===== src/rtl/i2c_master_arbiter.sv =====
// Round-robin front end that shares one I2C master between NUM_REQ clients.
// The winner's single-byte transaction is latched and issued over a valid/ready
// command port. The arbiter then waits, with a bounded timer, for the master's
// response strobe and returns the result to the winner with a one-cycle done pulse.
//
// Handshake: a command transfers on any posedge where m_cmd_valid_o and
// m_cmd_ready_i are both high. While valid is high and ready is low, valid,
// rw, addr and wdata are held stable. Valid drops in the cycle after the
// transfer. m_rsp_valid_i is a one-cycle strobe and is only looked at in WAIT.
module i2c_master_arbiter #(
   parameter int NUM_REQ   = 4,
   parameter int TIMEOUT_W = 10,
   localparam int PW       = $clog2(NUM_REQ)
) (
   input  logic                 clk_i,
   input  logic                 rst_ni,
   input  logic [NUM_REQ-1:0]   req_i,
   input  logic [NUM_REQ-1:0]   req_rw_i,
   input  logic [7*NUM_REQ-1:0] req_addr_i,
   input  logic [8*NUM_REQ-1:0] req_wdata_i,
   output logic [NUM_REQ-1:0]   gnt_o,
   output logic [NUM_REQ-1:0]   done_o,
   output logic [7:0]           rdata_o,
   output logic                 nack_o,
   output logic                 timeout_o,
   output logic                 busy_o,
   output logic                 m_cmd_valid_o,
   input  logic                 m_cmd_ready_i,
   output logic                 m_cmd_rw_o,
   output logic [6:0]           m_cmd_addr_o,
   output logic [7:0]           m_cmd_wdata_o,
   input  logic                 m_rsp_valid_i,
   input  logic [7:0]           m_rsp_rdata_i,
   input  logic                 m_rsp_nack_i,
   output logic [1:0]           dbg_state_o,
   output logic [PW-1:0]        dbg_ptr_o
);

   typedef enum logic [1:0] {
      S_IDLE  = 2'd0,
      S_ISSUE = 2'd1,
      S_WAIT  = 2'd2,
      S_DONE  = 2'd3
   } state_e;

   // The timer holds (WAIT cycles seen - 1). When it sits at max-1, the
   // current WAIT cycle is number 2^TIMEOUT_W-1, which is the last one allowed.
   localparam logic [TIMEOUT_W-1:0] T_LAST = {{(TIMEOUT_W-1){1'b1}}, 1'b0};

   state_e                 state_q;
   logic [PW-1:0]          ptr_q;
   logic [TIMEOUT_W-1:0]   timer_q;
   logic [NUM_REQ-1:0]     gnt_q;
   logic [NUM_REQ-1:0]     done_q;
   logic [7:0]             rdata_q;
   logic                   nack_q;
   logic                   timeout_q;
   logic                   cmd_valid_q;
   logic                   rw_q;
   logic [6:0]             addr_q;
   logic [7:0]             wdata_q;

   logic                   found;
   logic [PW-1:0]          win;
   logic [PW-1:0]          ptr_d;
   int                     idx;

   // Round-robin pick: first asserted request scanning ptr, ptr+1, ... wrapping.
   always_comb begin
      found = 1'b0;
      win   = '0;
      idx   = 0;
      for (int k = 0; k < NUM_REQ; k++) begin
         idx = int'(ptr_q) + k;
         if (idx >= NUM_REQ) idx = idx - NUM_REQ;
         if (!found && req_i[idx]) begin
            found = 1'b1;
            win   = PW'(idx);
         end
      end
   end

   assign ptr_d = (int'(win) == NUM_REQ - 1) ? '0 : win + 1'b1;

   // Transaction FSM with all outputs registered.
   always_ff @(posedge clk_i or negedge rst_ni) begin
      if (!rst_ni) begin
         state_q     <= S_IDLE;
         ptr_q       <= '0;
         timer_q     <= '0;
         gnt_q       <= '0;
         done_q      <= '0;
         rdata_q     <= '0;
         nack_q      <= 1'b0;
         timeout_q   <= 1'b0;
         cmd_valid_q <= 1'b0;
         rw_q        <= 1'b0;
         addr_q      <= '0;
         wdata_q     <= '0;
      end else begin
         case (state_q)
            S_IDLE: begin
               if (found) begin
                  gnt_q       <= {{(NUM_REQ-1){1'b0}}, 1'b1} << win;
                  rw_q        <= req_rw_i[win];
                  addr_q      <= req_addr_i[7*win +: 7];
                  wdata_q     <= req_wdata_i[8*win +: 8];
                  ptr_q       <= ptr_d;
                  cmd_valid_q <= 1'b1;
                  state_q     <= S_ISSUE;
               end
            end
            S_ISSUE: begin
               if (cmd_valid_q && m_cmd_ready_i) begin
                  cmd_valid_q <= 1'b0;
                  timer_q     <= '0;
                  state_q     <= S_WAIT;
               end
            end
            S_WAIT: begin
               if (m_rsp_valid_i) begin
                  nack_q    <= m_rsp_nack_i;
                  timeout_q <= 1'b0;
                  rdata_q   <= (!rw_q && !m_rsp_nack_i) ? m_rsp_rdata_i : 8'h00;
                  done_q    <= gnt_q;
                  state_q   <= S_DONE;
               end else if (timer_q == T_LAST) begin
                  nack_q    <= 1'b1;
                  timeout_q <= 1'b1;
                  rdata_q   <= 8'h00;
                  done_q    <= gnt_q;
                  state_q   <= S_DONE;
               end else begin
                  timer_q <= timer_q + 1'b1;
               end
            end
            S_DONE: begin
               done_q  <= '0;
               gnt_q   <= '0;
               state_q <= S_IDLE;
            end
            default: state_q <= S_IDLE;
         endcase
      end
   end

   assign gnt_o         = gnt_q;
   assign done_o        = done_q;
   assign rdata_o       = rdata_q;
   assign nack_o        = nack_q;
   assign timeout_o     = timeout_q;
   assign busy_o        = (state_q != S_IDLE);
   assign m_cmd_valid_o = cmd_valid_q;
   assign m_cmd_rw_o    = rw_q;
   assign m_cmd_addr_o  = addr_q;
   assign m_cmd_wdata_o = wdata_q;
   assign dbg_state_o   = state_q;
   assign dbg_ptr_o     = ptr_q;

endmodule


===== config.mk =====
export PLATFORM = sky130hd
export DESIGN_NAME = i2c_master_arbiter
export DESIGN_NICKNAME = d
export VERILOG_FILES = /design/src/rtl/i2c_master_arbiter.sv
export SDC_FILE = /design/constraint.sdc
export NUM_CORES = 1
export LEC_CHECK = 0
export BUFFER_PORTS_ARGS = -buffer_cell sky130_fd_sc_hd__buf_2
export CELL_PAD_IN_SITES_DETAIL_PLACEMENT = 1
export CELL_PAD_IN_SITES_GLOBAL_PLACEMENT = 1
export CORE_AREA = 2 2 90 92
export CTS_CLUSTER_SIZE = 14
export DETAILED_ROUTE_END_ITERATION = 8
export DIE_AREA = 0 0 92 94
export HOLD_SLACK_MARGIN = 0.03
export MAX_ROUTING_LAYER = met4
export PLACE_DENSITY_LB_ADDON = 0.1
export RECOVER_POWER = 50
export SLEW_MARGIN = 20
export SYNTH_ARGS = -nofsm -noshare
export SYNTH_HDL_FRONTEND = slang
export SYNTH_SLANG_ARGS = --single-unit

===== constraint.sdc =====
create_clock -name clk_i -period 4.89 [get_ports clk_i]
set_input_delay 0.489 -clock clk_i [delete_from_list [all_inputs] [get_ports clk_i]]
set_output_delay 0.489 -clock clk_i [all_outputs]
set_load 0.01 [all_outputs]

==> flow_metrics.py, run 1 <==
metrics = {
    "outcome": {
        "status": "finished, violations left",
        "violations": "max-capacitance violations, max-slew violations",
    },
    "timing": {
        "period_share_pct": 54.70,
        "tns_ns": 0,
        "fmax_mhz": 373.8,
        "report.final.setup_viol": 0,
        "timing.final.crit_period_ns": 2.675,
        "worst_slew_pin_slew_ns": 2.738,
        "slew_violations": 50,
        "rsz0062_at_grt": "no",
        "max_slew_margin_pct": -82.51,
        "clock_skew_ns": 0.005077,
        "hold_viol": 0,
    },
    "placed_design": {
        "dp_hpwl_mm": 6.198,
        "place_area_um2": 3601,
        "gp_congestion": 0.8515,
        "io_buffers": 120,
    },
    "synth": {
        "synth_top_area_share_pct": 41.68,
        "ys_types": 49,
        "muxShareOfSynthArea_pct": 6.508,
        "syn_avg_cell_area_um2": 10.11,
        "synth_top_area_cell": "dfrtp_1",
        "synth_edf_count": 0,
        "synth_adder_area_share_pct": 3.828,
        "ys_top_cells_by_area": "dfrtp_1, mux2i_1, a2111oi_2",
        "synth_nets": 381,
        "synth_xor_area_share_pct": 0,
        "ys.flop_type": "dfrtp_1",
        "synth-seq-cells": 49,
        "syn-cell-area_um2": 2942,
        "ys_seq_area_share_pct": 41.68,
        "synth_top_family_by_area": "compound AO/OA/AOI/OAI gates",
        "syn_inst": 291,
        "postSynth.asyncResetShare_pct": 100.0,
        "yosys.area_share.simple_pct": 15.48,
        "synth_compound_area_share_pct": 27.95,
        "ys_warn_count": 0,
    },
    "global_routing": {
        "grt_pass1_vias": 2860,
        "grt_max_degree": 50,
        "grt_pass1_wl_mm": 13.89,
        "antenna_found_initial": 0,
        "gr-total-overflow": 0,
        "track_usage_pct": 20.63,
    },
    "cts": {
        "cts.sinks": 49,
        "cts_tree": "built",
        "cts-root-buf": "clkbuf_8",
        "clk_path_buf_depth": 2,
        "clk-insertion-delay-late_ns": 0.31,
        "cts_buffers": 5,
        "htreeDepth": 2,
        "post_cts_resized": 0,
        "clkTransAtPathRegs_ns": 0.10,
        "postCtsHoldBufs": 0,
        "cts_setup_buffers": 0,
    },
    "die": {
        "fp.dieArea_um2": 8648,
        "core.rowCount": 32,
        "die_x_um": 92,
        "dieHeight_um": 94,
        "core_um2": 7607,
        "initial_core_util_pct": 38.67,
        "ios": 121,
    },
    "final_layout": {
        "drive_gt1_share_pct": 32.68,
        "area_delta_synth_final_pct": 26.12,
        "ff_latch_area_um2": 1226,
        "diodes": 0,
        "final_core_util_pct": 48.77,
        "layout_common_cells": "buf_2, dfrtp_1, nor2_1",
        "layout_commonest_cell": "buf_2",
        "final_nets": 496,
        "stdcell_area_um2": 3710,
        "fillers": 933,
        "multiInputGateArea_um2": 1587,
    },
    "detailed_routing": {
        "wire_per_inst_um": 16.58,
        "first_pass_iters": 4,
        "via_per_inst": 5.340,
        "num_vias": 2718,
        "drtIter0Drc": 107,
        "ant_nets": 0,
        "route.detailed.drc": 0,
        "drt_wl_total_mm": 8.438,
    },
    "worst_setup_path": {
        "crit_end": "done_o[1]",
        "path_cells": "buf_2 > clkbuf_1",
        "slowest_delay_ns": 1.93,
        "crit_path_top_delay_cell": "clkbuf_1",
        "cp.required_ns": 4.73,
        "crit_family": "buffers and inverters",
        "r2r-start": "dbg_ptr_o[0]",
        "crit_buf_inv": 2,
        "worstPathMaxFanout": 49,
        "cp.depth": 2,
        "cp-end-kind": "asynchronous set/reset pin",
        "timing.rr.end": "m_cmd_addr_o[2]",
        "r2r_slack_ns": 2.51,
        "worstPathArrival_ns": 2.52,
        "startpoint_type": "primary input",
        "r2r.worst_path.cells": 5,
        "critPathKind": "in2async",
        "critPathLaunch": "rst_ni",
    },
    "run": {
        "maxCapViolations": 1,
    },
    "power": {
        "p_leak_uw": 0.001718,
        "p_per_area_nw_per_um2": 565.5,
        "ir_drop_uv": 196.6,
    },
    "worst_hold_path": {
        "hold_class": "in2reg",
    },
}
-- flip-flops by register name, indices dropped and copies added (netlist names) --
name	cells
m_cmd_wdata_o	8
nack_o	1
dbg_ptr_o	2
dbg_state_o	2
timer_q	10
m_cmd_addr_o	7
m_cmd_rw_o	1
timeout_o	1
rdata_o	8
done_o	4
m_cmd_valid_o	1
gnt_o	4
-- stage by stage --
| step | cells | hold slack, ns | power (uW) | setup slack, ns |
|---|---|---|---|---|
| floorplan | 291 | 0.1934 | 1421 | 3.057 |
| global placement | 501 | 0.4837 | 1750 | 2.428 |
| detailed placement | 501 | 0.4810 | 1783 | 2.436 |
| CTS | 509 | 0.3058 | 2143 | 2.501 |
| global route | 509 | 0.3892 | 2267 | 1.630 |
| finish | 509 | 0.3905 | 2098 | 2.215 |
-- logic make-up after synthesis --
kind of cell	count (synthesis)
mux	19
flops	49
simple gates	91
fa+ha+maj	9
buf+inv	26
compound gates	97
-- report_power, final --
group          internal, uW  switching [uW]
clock network           206             151
logic                   403             643
registers               563             132
-- worst min path at each step --
stage                startpoint      endpoint  slack, ns  cells after the start
2_1_floorplan            rst_ni  dbg_ptr_o[0]       0.19                      0
3_3_place_gp         rdata_o[1]    rdata_o[1]       0.48                      1
3_5_place_dp         rdata_o[2]    rdata_o[2]       0.48                      1
4_1_cts                  rst_ni    timer_q[1]       0.31                      2
5_1_grt        m_rsp_rdata_i[7]    rdata_o[7]       0.39                      2
6_report          m_rsp_valid_i     timeout_o       0.39                      2
-- synth_stat cells, drive strengths merged, types with 4 or more instances --
library cell  instances
nor2                 27
mux2i                18
o21ai                18
ha                    9
buf                   8
dfrtp                49
a31oi                 4
inv                  12
nand3                 5
nand2                25
a211oi               16
a21oi                11
clkbuf                6
a22oi                 8
a2111oi              16
and3                 17
a22o                  8
-- final cells by class --
cell class | count | share of cell area, %
Multi-Input combinational cell | 216 | 42.77
Sequential cell | 49 | 33.05
Timing Repair Buffer | 122 | 15.82
Tap cell | 102 | 3.440
Clock buffer | 5 | 1.855
Clock inverter | 3 | 1.855
Inverter | 12 | 1.214
-- routing by layer --
layer | vias up | global-route usage [%] | routed length (um)
li1 | 1327 | - | -
met1 | 1313 | 24.97 | 3698
met2 | 69 | 35.72 | 4266
met3 | 9 | 3.692 | 386
met4 | 0 | 5.597 | 86
met5 | - | - | 0
(Power assumes the default switching activity.)
==> run 2, diff against run 1 <==
--- a/config.mk
+++ b/config.mk
@@ -8,10 +8,10 @@
 export BUFFER_PORTS_ARGS = -buffer_cell sky130_fd_sc_hd__buf_2
 export CELL_PAD_IN_SITES_DETAIL_PLACEMENT = 1
 export CELL_PAD_IN_SITES_GLOBAL_PLACEMENT = 1
-export CORE_AREA = 2 2 90 92
+export CORE_AREA = 2 2 99 101
 export CTS_CLUSTER_SIZE = 14
 export DETAILED_ROUTE_END_ITERATION = 8
-export DIE_AREA = 0 0 92 94
+export DIE_AREA = 0 0 101 103
 export HOLD_SLACK_MARGIN = 0.03
 export MAX_ROUTING_LAYER = met4
 export PLACE_DENSITY_LB_ADDON = 0.1
==> constraint.sdc (replaced) <==
create_clock -name clk_i -period 2.3 [get_ports clk_i]
set_input_delay 0.23 -clock clk_i [delete_from_list [all_inputs] [get_ports clk_i]]
set_output_delay 0.23 -clock clk_i [all_outputs]
set_load 0.01 [all_outputs]
==> run 2 against run 1 <==
The run now ends clean. Clock power rose by 83%. Count of clock-buffer cells in the layout increased by 2. Setup slack lost 2.0 ns. Sequential share of layout area down 0.99 points. Sequential cell count unchanged. Critical path type is now reg2reg. Critical path depth increased by 4. Register-to-register slack worse by 2.3 ns. Utilization decreased by 8.3 points. Sequential power increased by 110%. Die area grew 20%. Via count grew 2.1%.
==> flow_metrics.py, run 2 (synthesized netlist as in run 1, its figures left out) <==
metrics = {
    "global_routing": {
        "grt_pass1_wl_mm": 14.65,
        "grt_pass1_vias": 2940,
        "track_usage_pct": 18.27,
        "grt_max_degree": 28,
        "antenna_found_initial": 0,
        "gr-total-overflow": 0,
    },
    "cts": {
        "cts_tree": "built",
        "post_cts_resized": 0,
        "clk_path_buf_depth": 2,
        "cts-root-buf": "clkbuf_8",
        "clk-insertion-delay-late_ns": 0.31,
        "clkTransAtPathRegs_ns": 0.10,
        "cts_buffers": 5,
        "cts.sinks": 49,
        "htreeDepth": 2,
    },
    "detailed_routing": {
        "first_pass_iters": 4,
        "wire_per_inst_um": 16.99,
        "drt_wl_total_mm": 9.054,
        "ant_nets": 0,
        "route.detailed.drc": 0,
        "drtIter0Drc": 63,
        "num_vias": 2776,
        "via_per_inst": 5.208,
    },
    "die": {
        "ios": 121,
        "fp.dieArea_um2": 10400,
        "dieHeight_um": 103,
        "core.rowCount": 36,
        "initial_core_util_pct": 31.10,
        "core_um2": 9459,
        "die_x_um": 101,
    },
    "outcome": {
        "status": "completed",
    },
    "worst_setup_path": {
        "worstPathArrival_ns": 2.30,
        "critPathKind": "reg2reg",
        "crit_buf_inv": 1,
        "cp-end-kind": "register",
        "startpoint_type": "register",
        "path_cells": "inv_1 > ha_1 > nand2_1 > o211ai_1 > or3_1 > o22ai_1",
        "slowest_delay_ns": 0.44,
        "cp.required_ns": 2.53,
        "r2r_slack_ns": 0.23,
        "crit_family": "simple AND/OR/NAND/NOR gates",
        "crit_path_top_delay_cell": "dfrtp_1",
        "worstPathMaxFanout": 16,
    },
    "timing": {
        "max_slew_margin_pct": 7.552,
        "rsz0062_at_grt": "no",
        "fmax_mhz": 482.5,
        "tns_ns": 0,
        "hold_viol": 0,
        "timing.final.crit_period_ns": 2.072,
        "slew_violations": 0,
        "clock_skew_ns": 0.01287,
        "worst_slew_pin_slew_ns": 1.387,
        "period_share_pct": 90.10,
        "report.final.setup_viol": 0,
    },
    "final_layout": {
        "final_nets": 508,
        "regMostFlops": "timer_q",
        "layout_common_cells": "buf_2, dfrtp_1, clkbuf_1",
        "area_delta_synth_final_pct": 30.03,
        "layout_commonest_cell": "buf_2",
        "diodes": 0,
        "drive_gt1_share_pct": 32.22,
        "fillers": 1106,
        "largest_reg_flops": 10,
    },
    "power": {
        "p_total_uw": 4520,
        "ir_drop_uv": 378.2,
        "p_per_area_nw_per_um2": 1182,
        "p_leak_uw": 0.001757,
    },
    "run": {
        "maxCapViolations": 0,
    },
    "worst_hold_path": {
        "hold_class": "in2reg",
    },
    "placed_design": {
        "gp_congestion": 0.8283,
        "io_buffers": 120,
        "dp_hpwl_mm": 6.892,
    },
}
[run 2: cell types whose count changed in the layout (fill, tap and decap cells not counted), sizes merged]
cell         previous run  this run
dlygate4sd3             0         1
clkbuf                 26        35
inv                    13        12
bufinv                  2         1
buf                   101       105
[run 2: cell type report]
cell class / instances / area, um2 / share of cell area [%]
Clock inverter: 1 / 30.03 / 0.7851
Inverter: 12 / 45.04 / 1.178
Timing Repair Buffer: 134 / 710.7 / 18.58
Clock buffer: 7 / 86.33 / 2.257
Tap cell: 114 / 142.6 / 3.729
Sequential cell: 49 / 1226 / 32.06
Multi-Input combinational cell: 216 / 1584 / 41.41
[run 2: final timing paths]
check,startpoint,to,cells past startpoint
setup / recovery,dbg_state_o[0],timer_q[1],6
hold / removal,m_rsp_rdata_i[7],rdata_o[7],2
setup reg to reg,dbg_state_o[0],timer_q[1],6
hold reg to reg,rdata_o[3],rdata_o[3],1
max in group asynchronous,rst_ni,dbg_state_o[0],2
min in group asynchronous,rst_ni,timer_q[2],2
[run 2: where the power goes]
group	total (uW)	switching [uW]	internal, uW	leakage, uW
Sequential	1480	286	1200	0.000616
Clock	654	299	355	0.0000585
Combinational	2380	1420	964	0.00108
Total	4520	2000	2520	0.00176
[run 2: through the flow]
stage          hold WS, ns  std cells  utilization (%)  worst slack, ns  area (um2)
4_1_cts             0.1261        533            40.81           0.2343        3860
3_3_place_gp        0.2795        524            39.47           0.3024        3734
6_report            0.1352        533            40.44           0.2276        3825
2_1_floorplan     -0.06559        291                -           0.4672        2942
5_1_grt             0.1300        533            40.44          0.08550        3825
3_5_place_dp        0.2789        524            39.47           0.2599        3734
[run 2: layer usage]
metal	global-route usage, %	wire, um	share of wire, %	vias up
li1	-	-	-	1348
met1	23.24	4104	45	1348
met2	30.92	4487	50	73
met3	3.186	394	4.4	7
met4	3.430	68	0.75	0
met5	-	0	0	-
[run 2: timing repair]
| item | in CTS | in global routing |
|---|---|---|
| setup buffers | 0 | 0 |
| hold endpoints to repair | 22 | 0 |
| hold buffers | 1 | 0 |
==> run 3, diff against run 2 <==
--- a/config.mk
+++ b/config.mk
@@ -5,13 +5,14 @@
 export SDC_FILE = /design/constraint.sdc
 export NUM_CORES = 1
 export LEC_CHECK = 0
+export ABC_AREA = 1
 export BUFFER_PORTS_ARGS = -buffer_cell sky130_fd_sc_hd__buf_2
 export CELL_PAD_IN_SITES_DETAIL_PLACEMENT = 1
 export CELL_PAD_IN_SITES_GLOBAL_PLACEMENT = 1
-export CORE_AREA = 2 2 99 101
+export CORE_AREA = 2 2 108 110
 export CTS_CLUSTER_SIZE = 14
 export DETAILED_ROUTE_END_ITERATION = 8
-export DIE_AREA = 0 0 101 103
+export DIE_AREA = 0 0 110 112
 export HOLD_SLACK_MARGIN = 0.03
 export MAX_ROUTING_LAYER = met4
 export PLACE_DENSITY_LB_ADDON = 0.1
==> run 3 against run 2 <==
Non-clock buffer count grew 2. Critical path type unchanged. Worst hold slack improved by 0.034 ns. Count of clock-buffer cells in the layout decreased by 2. Synthesized cell count increased by 73%. Critical path depth grew 7. Design area grew 15%. Largest cell class unchanged. Maximum frequency fell by 0.27%. Highest routed layer unchanged. Largest power group is now clock. Die area up 18%. Global-route usage up 0.32 points.
==> flow_metrics.py, run 3 <==
metrics = {
    "detailed_routing": {
        "drtIter0Drc": 153,
        "wire_per_inst_um": 13.87,
        "via_per_inst": 4.701,
        "route.detailed.drc": 0,
        "drt_wl_total_mm": 10.66,
        "first_pass_iters": 4,
        "ant_nets": 0,
        "num_vias": 3615,
    },
    "cts": {
        "clk_path_buf_depth": 2,
        "htreeDepth": 2,
        "cts-root-buf": "clkbuf_16",
        "cts_tree": "built",
        "clk-insertion-delay-late_ns": 0.30,
        "cts.sinks": 49,
        "cts_buffers": 5,
        "clkTransAtPathRegs_ns": 0.07,
        "cts_setup_buffers": 0,
    },
    "final_layout": {
        "layout_commonest_cell": "nand2_1",
        "stdcell_area_um2": 4390,
        "drive_gt1_share_pct": 23.80,
        "fillers": 1489,
        "regMostFlops": "timer_q",
        "layout_common_cells": "nand2_1, buf_2, inv_1",
        "diodes": 0,
        "final_nets": 715,
        "ff_latch_area_um2": 1227,
        "area_delta_synth_final_pct": 28.53,
        "largest_reg_flops": 10,
        "multiInputGateArea_um2": 1667,
    },
    "placed_design": {
        "io_buffers": 120,
        "dp_hpwl_mm": 8.330,
        "gp_congestion": 0.8627,
        "place_area_um2": 4209,
    },
    "power": {
        "ir_drop_uv": 248.4,
        "switching_share_pct": 24.43,
        "switching_power_uw": 522.4,
        "p_leak_uw": 0.002600,
        "combinationalPowerShare_pct": 14.1,
        "p_int_uw": 1616,
        "power_frac_clock_pct": 45.6,
        "p_seq_share_pct": 40.3,
        "p_per_area_nw_per_um2": 487.1,
        "p_total_uw": 2138,
    },
    "synth": {
        "muxShareOfSynthArea_pct": 0,
        "synth_top_area_share_pct": 35.90,
        "synth-seq-cells": 49,
        "synth_top_area_cell": "dfrtp_1",
        "syn_avg_cell_area_um2": 6.804,
        "syn_inst": 502,
        "synthTopCellsByCount": "nand2_1, inv_1, nand3_1",
        "synth_nets": 592,
        "ys_types": 32,
        "postSynth.asyncResetShare_pct": 100.0,
        "synth_edf_count": 0,
        "yosys.area_share.simple_pct": 39.60,
        "synth_top_family_by_area": "simple AND/OR/NAND/NOR gates",
        "ys_top_cells_by_area": "dfrtp_1, nand2_1, inv_1",
        "yosysMostFrequentCell": "nand2_1",
        "synth_adder_area_share_pct": 3.297,
        "synth_xor_area_share_pct": 0.2564,
        "ys_warn_count": 0,
        "ys_seq_area_share_pct": 35.90,
        "synth_compound_area_share_pct": 5.568,
        "syn-cell-area_um2": 3416,
        "ys.flop_type": "dfrtp_1",
    },
    "worst_setup_path": {
        "r2r-start": "dbg_ptr_o[1]",
        "cp-end-kind": "register",
        "timing.rr.end": "m_cmd_wdata_o[1]",
        "startpoint_type": "register",
        "cp.required_ns": 2.49,
        "worstPathMaxFanout": 24,
        "r2r.worst_path.cells": 13,
        "critPathKind": "reg2reg",
        "r2r_slack_ns": 0.22,
        "worstPathArrival_ns": 2.27,
    },
    "global_routing": {
        "gr-total-overflow": 0,
        "grt_pass1_wl_mm": 17.74,
        "antenna_found_initial": 0,
        "track_usage_pct": 18.59,
        "grt_max_degree": 33,
        "grt_pass1_vias": 3772,
    },
    "worst_hold_path": {
        "hold_class": "in2reg",
        "whs_endpoint": "rdata_o[6]",
        "worstHoldStart": "m_rsp_rdata_i[6]",
        "whs_path_depth": 3,
    },
    "run": {
        "maxCapViolations": 0,
    },
    "timing": {
        "rsz0062_at_grt": "no",
        "clock_skew_ns": 0.006013,
        "slew_violations": 0,
        "fmax_mhz": 481.3,
        "report.final.setup_viol": 0,
        "tns_ns": 0,
        "timing.final.crit_period_ns": 2.078,
        "worst_slew_pin_slew_ns": 0.9651,
        "hold_ws_ns": 0.1697,
        "hold_viol": 0,
        "period_share_pct": 90.34,
        "max_slew_margin_pct": 35.66,
    },
    "die": {
        "initial_core_util_pct": 30.57,
        "core.rowCount": 39,
        "dieHeight_um": 112,
        "fp.dieArea_um2": 12320,
        "die_x_um": 110,
        "ios": 121,
        "core_um2": 11170,
    },
    "outcome": {
        "status": "completed",
    },
}
[run 3: critical path, stage by stage, from the launching register on]
cell and delay, ns:
dfrtp_1 0.48, inv_2 0.15, nand2_1 0.08, nand2_2 0.10, nor2_1 0.07, nor2_1 0.20, nand3_4 0.14, nand3_4 0.21
buf_12 0.19, nand2_1 0.07, nand3_1 0.07, nand2_1 0.08, nand2_1 0.07, nand2_1 0.05
[run 3: logic make-up (layout without fill, tap and decap cells)]
| logic type | count (synthesis) | after routing |
|---|---|---|
| and+or+nand+nor | 283 | 283 |
| DFF | 49 | 49 |
| adders and majority gates | 9 | 9 |
| buffers and inverters | 125 | 249 |
| xor gates and xnor gates | 1 | 1 |
| AOI/OAI and AO/OA | 35 | 35 |
[run 3: per-layer routing]
layer	routed length [um]	GRT usage, %
met1	4817	23.07
met2	5238	31.57
met3	521	2.986
met4	87	3.882
met5	0	-
[run 3: area by class of cell]
cell class              instances  area share (%)
well taps                     143           4.075
flip-flops and latches         49           27.96
inverters                     105           9.205
clock inverters                 3           1.567
repair buffers                136           16.39
multi-input cells             328           37.96
clock buffers                   5           2.850
[run 3: repair_timing]
| action | CTS | global route |
|---|---|---|
| setup endpoints to repair | 0 | 25 |
| hold endpoints to repair | 20 | 0 |
| hold buffers | 1 | 0 |
| resized for setup | 0 | 5 |
[run 3: stage by stage]
step,setup slack (ns),std cells,utilization [%]
global placement,0.1472,760,37.67
global route,0.02620,769,39.29
detailed placement,0.07940,760,37.67
CTS,0.06516,769,39.49
floorplan,0.3207,502,-
finish,0.2221,769,39.29
[run 3: worst max-delay path by stage]
stage                        start          endpoint  slack (ns)  cells after the start
floorplan           dbg_state_o[0]        timer_q[7]        0.32                     11
global placement      dbg_ptr_o[0]  m_cmd_wdata_o[0]        0.15                     12
detailed placement    dbg_ptr_o[0]   m_cmd_addr_o[5]        0.08                     12
CTS                   dbg_ptr_o[0]  m_cmd_wdata_o[0]        0.07                     12
global route          dbg_ptr_o[1]          gnt_o[0]        0.03                     12
finish                dbg_ptr_o[1]  m_cmd_wdata_o[1]        0.22                     13
[run 3: power by group through the flow]
stage	Clock, uW	Combinational [uW]	Sequential (uW)
3_3_place_gp	0	302	879
4_1_cts	1000	309	862
5_1_grt	1040	347	862
3_5_place_dp	0	306	879
2_1_floorplan	0	171	880
6_report	974	302	862
